File: src/rtl/serial_add_pkg.sv
// serial_add_pkg: state encoding and width helper shared by the bit-serial adder
package serial_add_pkg;
  localparam int ST_W = 2;
  typedef enum logic [ST_W-1:0] {
    ST_IDLE = 2'd0,
    ST_RUN  = 2'd1,
    ST_DONE = 2'd2
  } state_t;
  function automatic int clog2(input int n);
    int r;
    r = 0;
    while ((1 << r) < n) r++;
    return r;
  endfunction
endpackage

File: src/rtl/fulladd.sv
// fulladd: combinational 1-bit full adder cell
module fulladd (
  input  logic A_in,
  input  logic B_in,
  input  logic C_in,
  output logic S_out,
  output logic C_out
);
  assign S_out = A_in ^ B_in ^ C_in;
  assign C_out = (A_in & B_in) | (C_in & (A_in ^ B_in));
endmodule

File: src/rtl/bit_serial_adder.sv
// bit_serial_adder: WIDTH-bit unsigned add over WIDTH cycles through one fulladd, LSB first
module bit_serial_adder
  import serial_add_pkg::*;
#(
  parameter int WIDTH = 8
) (
  input  logic             CLK_in,
  input  logic             RST_in,
  input  logic             START_in,
  input  logic [WIDTH-1:0] A_in,
  input  logic [WIDTH-1:0] B_in,
  input  logic             C_in,
  output logic             BUSY_out,
  output logic             DONE_out,
  output logic [WIDTH-1:0] S_out,
  output logic             C_out
);
  localparam int CW = clog2(WIDTH);
  state_t state, state_nx;
  logic [WIDTH-1:0] opa, opb, acc;
  logic [CW-1:0] cnt;
  logic cy, fa_s, fa_c, last, load, run;
  fulladd u_fa (
    .A_in (opa[0]),
    .B_in (opb[0]),
    .C_in (cy),
    .S_out(fa_s),
    .C_out(fa_c)
  );
  assign last = cnt == CW'(WIDTH - 1);
  assign run = state == ST_RUN;
  assign load = START_in && !run;
  assign BUSY_out = run;
  assign DONE_out = state == ST_DONE;
  always_comb begin
    state_nx = ST_IDLE;
    state_nx = run ? (last ? ST_DONE : ST_RUN) : (START_in ? ST_RUN : ST_IDLE);
  end
  always_ff @(posedge CLK_in or posedge RST_in) begin
    if (RST_in) begin
      state <= ST_IDLE;
      opa   <= '0;
      opb   <= '0;
      acc   <= '0;
      cy    <= 1'b0;
      cnt   <= '0;
      S_out <= '0;
      C_out <= 1'b0;
    end else begin
      state <= state_nx;
      if (load) begin
        opa <= A_in;
        opb <= B_in;
        cy  <= C_in;
        acc <= '0;
        cnt <= '0;
      end else if (run) begin
        opa <= opa >> 1;
        opb <= opb >> 1;
        acc <= {fa_s, acc[WIDTH-1:1]};
        cy  <= fa_c;
        cnt <= cnt + 1'b1;
        if (last) begin
          S_out <= {fa_s, acc[WIDTH-1:1]};
          C_out <= fa_c;
        end
      end
    end
  end
endmodule

File: config.mk
export PLATFORM = sky130hd
export DESIGN_NAME = bit_serial_adder
export DESIGN_NICKNAME = d
export VERILOG_FILES = /design/src/rtl/serial_add_pkg.sv /design/src/rtl/fulladd.sv /design/src/rtl/bit_serial_adder.sv
export SDC_FILE = /design/constraint.sdc
export NUM_CORES = 1
export LEC_CHECK = 0
export CORE_UTILIZATION = 30
export DETAILED_ROUTE_END_ITERATION = 12
export PLACE_DENSITY_LB_ADDON = 0.2
export SLEW_MARGIN = 20
export SYNTH_ARGS = -nofsm -noshare
export SYNTH_HDL_FRONTEND = slang
export SYNTH_SLANG_ARGS = --single-unit
File: constraint.sdc
create_clock -name CLK_in -period 4.1 [get_ports CLK_in]
set_clock_uncertainty 0.1 [all_clocks]
set_input_delay 0.82 -clock CLK_in [delete_from_list [all_inputs] [get_ports CLK_in]]
set_output_delay 0.82 -clock CLK_in [all_outputs]
set_load 0.01 [all_outputs]
==> metrics.md <==
| Metric | Value |
|---|---|
| Endpoint of the worst-slack reg-to-reg timing path | `S_out[2]$_DFFE_PP0P_` |
| Iteration count of the initial detailed-routing pass | `2` |
| Required @ worst endpoint | `3.18 ns` |
| CTS root buf | `sky130_fd_sc_hd__clkbuf_8` |
| Filler cells | `571` |
| Clock net sink count | `38` |
| Top-area cell type share of the netlist area | `56.09%` |
| Data arrival time at the worst-slack endpoint | `1.86 ns` |
| Startpoint of the worst register-to-register path | `state[1]$_DFF_PP0_` |
| Final period utilization | `about two thirds` |
| Fraction of layout cells with a size suffix above 1 | `about an eighth` |
| Drt wl/cell | `11.78 microns` |
| Min Tclk post-route | `approximately 2.8 ns` |
| CP Cell Sequence | `nor2b_4, buf_4, clkdlybuf4s50_1` |
| Net count, final | `197` |
| Count of buffers added by post-CTS timing repair for setup | `0` |
| Max VDD drop | `~0.00025 V` |
| Largest area contributor in the synthesized netlist | `sky130_fd_sc_hd__dfrtp_1` |
| FMAX | `360.2 MHz` |
| Largest stage delay on the critical path | `0.63 ns` |
| Vias | `about 1100` |
| Setup_tns | `0 ns` |
| RSZ-0062 raised after global routing | `no` |
| Number of placed instances, taps included | `239` |
| Depth of the worst register-to-register path | `4` |
| Count leader, synth | `sky130_fd_sc_hd__dfrtp_1` |
| Buffering stage count on the worst path with inverters included | `2` |
| Internal portion of total power | `between 900 and 1000 uW` |
| Num CTS Buffers | `5` |
| Die area | `5956 sq um` |
| Number of max-capacitance violations reported | `0` |
| Final RePlAce weighted congestion | `between 0.6 and 0.7` |
| Slew HR | `between 60% and 70%` |
| Wire length of the first global-routing pass | `5071 microns` |
| Register bit total from synthesis | `38` |
| Classification of the worst setup path | `flop to output pin` |
| Number of enable flip-flop cells after synthesis | `0` |
| Switch share | `~33%` |
| Proportion of synthesized flip-flops having asynchronous set or reset | `100.0%` |
| Share of the yosys chip area belonging to registers | `between 50 and 60%` |
| Least-Margin Pin Slew | `0.4813 ns` |
| Effective utilization at floorplan | `a little under a third` |
| H-Tree Depth | `2` |
| Static Leakage | `approximately 0.0010 uW` |
| Area overhead of the layout relative to synthesis | `26.72%` |
| Cell family with the largest share of critical-path delay | `buffers and inverters` |
| Worst hold path cell count | `2` |
| CP max stage cell | `sky130_fd_sc_hd__clkdlybuf4s50_1` |
| Kind of start point of the critical path | `flop` |
| Number of unique standard cell types used by synthesis | `20` |
| Vias in the first global route | `1123` |
| Dominant synthesized flop cell | `sky130_fd_sc_hd__dfrtp_1` |
| Biggest area contributors in the synthesized netlist | `sky130_fd_sc_hd__dfrtp_1, sky130_fd_sc_hd__mux2i_1, sky130_fd_sc_hd__mux2_4` |
| Post-Route Utilization | `around two fifths` |
| Most frequent cells after synthesis | `sky130_fd_sc_hd__dfrtp_1, sky130_fd_sc_hd__nand2_1, sky130_fd_sc_hd__o21ai_0, sky130_fd_sc_hd__mux2i_1` |
| Count of input and output buffers | `30` |
| Final wirelength | `2910 microns` |
| Drt first-iter violations | `62` |
| Post-CTS Hold Buffers | `0` |
| Total count of hold-check failures in the final report | `0` |
| Max clock buf depth | `2` |
| End of the worst hold path | `opa[2]$_DFFE_PP0P_` |
| Gates resized, CTS repair | `0` |
| Total half-perimeter wirelength after legalization and detailed placement | `1898 microns` |
| Gate count after technology mapping | `143` |
| Number of antenna violations at the first check in global routing | `0` |
| Row cnt | `27` |
| Run status | `finished clean` |
| Clock transition at the register clock pins on the worst setup and hold paths after CTS | `0.07 ns` |
| Final count of negative-setup-slack endpoints | `0` |
| CTS tree | `built` |
| Count of unresolved DRC violations after routing | `0` |
| Later-pin clock latency in the skew report | `0.28 ns` |
| Worst min-delay path startpoint | `opa[3]$_DFFE_PP0P_` |
| Syn nets | `166` |
| Total global-route track usage | `10.77%` |
| Synthesized area per cell | `11.86 sq um` |
| Total inserted antenna cells | `0` |
| Global route total overflow | `0` |
| Boundary pin count | `31` |
| Critical path fanouts, max | `55` |
| Cell Pwr Density | `668.5 nW/um^2` |
| Relative contribution of sequential cells to total power | `44.3%` |
| Comb power frac | `37.6%` |
| Pins over their slew limit | `0` |
| Die height | `77.18 microns` |
| Vias per inst | `between 4 and 5` |
| Endpoint kind of the worst setup timing path | `output pin` |
| Clock network power share | `18.1%` |
| Core outline area | `5473 sq um` |
| Net Switching | `between 400 and 500 uW` |
| Largest net degree at the start of global routing | `56` |
| Final ANT Viol Nets | `0` |
| Worst hold-check path type | `flop to flop` |
| Flop-to-flop setup slack | `between 2 and 2.5 ns` |
| Total of warnings raised by yosys | `0` |
| Post-route non-filler standard cell count | `roughly 250` |
| Die X-Extent | `77.18 microns` |
| Post-synthesis instance area | `1695 sq um` |
[layout make-up]
type | instances | area [sq um] | area share [%]
tap | 72 | 90.09 | 4.193
sequential | 38 | 950.9 | 44.26
clock buffer | 7 | 86.33 | 4.019
inverter | 2 | 7.507 | 0.3494
multi-input combinational | 94 | 685.7 | 31.92
timing repair buffer | 33 | 322.8 | 15.03
clock inverter | 1 | 5.005 | 0.2330
[sequential cells by signal, indices dropped and copies added, names as in the netlist]
| signal | flops |
|---|---|
| S_out | 8 |
| state | 2 |
| cy | 1 |
| cnt | 3 |
| opb | 8 |
| C_out | 1 |
| acc | 7 |
| opa | 8 |
[cells in the final DEF, fill, tap and decap left out, drive strengths merged, types with 2 or more instances in the layout]
cell type and instances:
mux2i 17, nor2 3, clkbuf 7, ha 2
buf 3, o21ai 24, nand2b 9, clkdlybuf4s50 30
dfrtp 38, inv 2, mux2 10, nand2 25
[cell families after synthesis]
family          share of synthesized area, %
mux                                    18.67
flops                                  56.09
simple gates                           11.44
fa+ha+maj                              2.657
compound gates                         7.379
buf+inv                                3.764
[power groups by stage]
stage / clock network [uW] / registers (uW) / logic [uW]
floorplan: 0 / 639 / 382
global placement: 0 / 638 / 537
detailed placement: 0 / 647 / 548
CTS: 272 / 640 / 553
global route: 290 / 658 / 613
finish: 259 / 637 / 540
[routing by layer]
layer | share of wire (%) | vias up | wire, microns | track usage, %
met5 | 0 | - | 0 | 0
met3 | 4.3 | 5 | 124 | 3.690
met2 | 47 | 25 | 1354 | 17.52
met1 | 48 | 502 | 1392 | 13.33
li1 | - | 537 | - | -
met4 | 1.3 | 0 | 38 | 3.396
[worst max-delay path by stage]
stage                                   from                end  slack (ns)  cells past startpoint
after global routing      state[1]$_DFF_PP0_           BUSY_out        1.22                      3
after CTS                 state[1]$_DFF_PP0_           BUSY_out        1.30                      3
after detailed placement  state[1]$_DFF_PP0_           BUSY_out        1.62                      3
after global placement    state[1]$_DFF_PP0_           BUSY_out        1.64                      3
after floorplan                       RST_in  C_out$_DFFE_PP0P_        2.32                      1
final                     state[1]$_DFF_PP0_           BUSY_out        1.32                      3
[tightest hold or removal path, stage by stage, from the launching register on]
cell,delay (ns)
sky130_fd_sc_hd__dfrtp_1,0.35
sky130_fd_sc_hd__nand2_1,0.05
sky130_fd_sc_hd__o21ai_0,0.06
[per-stage QoR]
step	setup WS, ns	instance area [sq um]	total power, uW	hold WS [ns]
after floorplan	2.319	1695	1021	0.3492
after global placement	1.641	2057	1174	0.3650
after detailed placement	1.620	2057	1196	0.3763
after CTS	1.299	2148	1464	0.3980
after global routing	1.218	2148	1561	0.4260
final	1.324	2148	1436	0.3870
No activity file was read; power rests on OpenSTA's default activity.
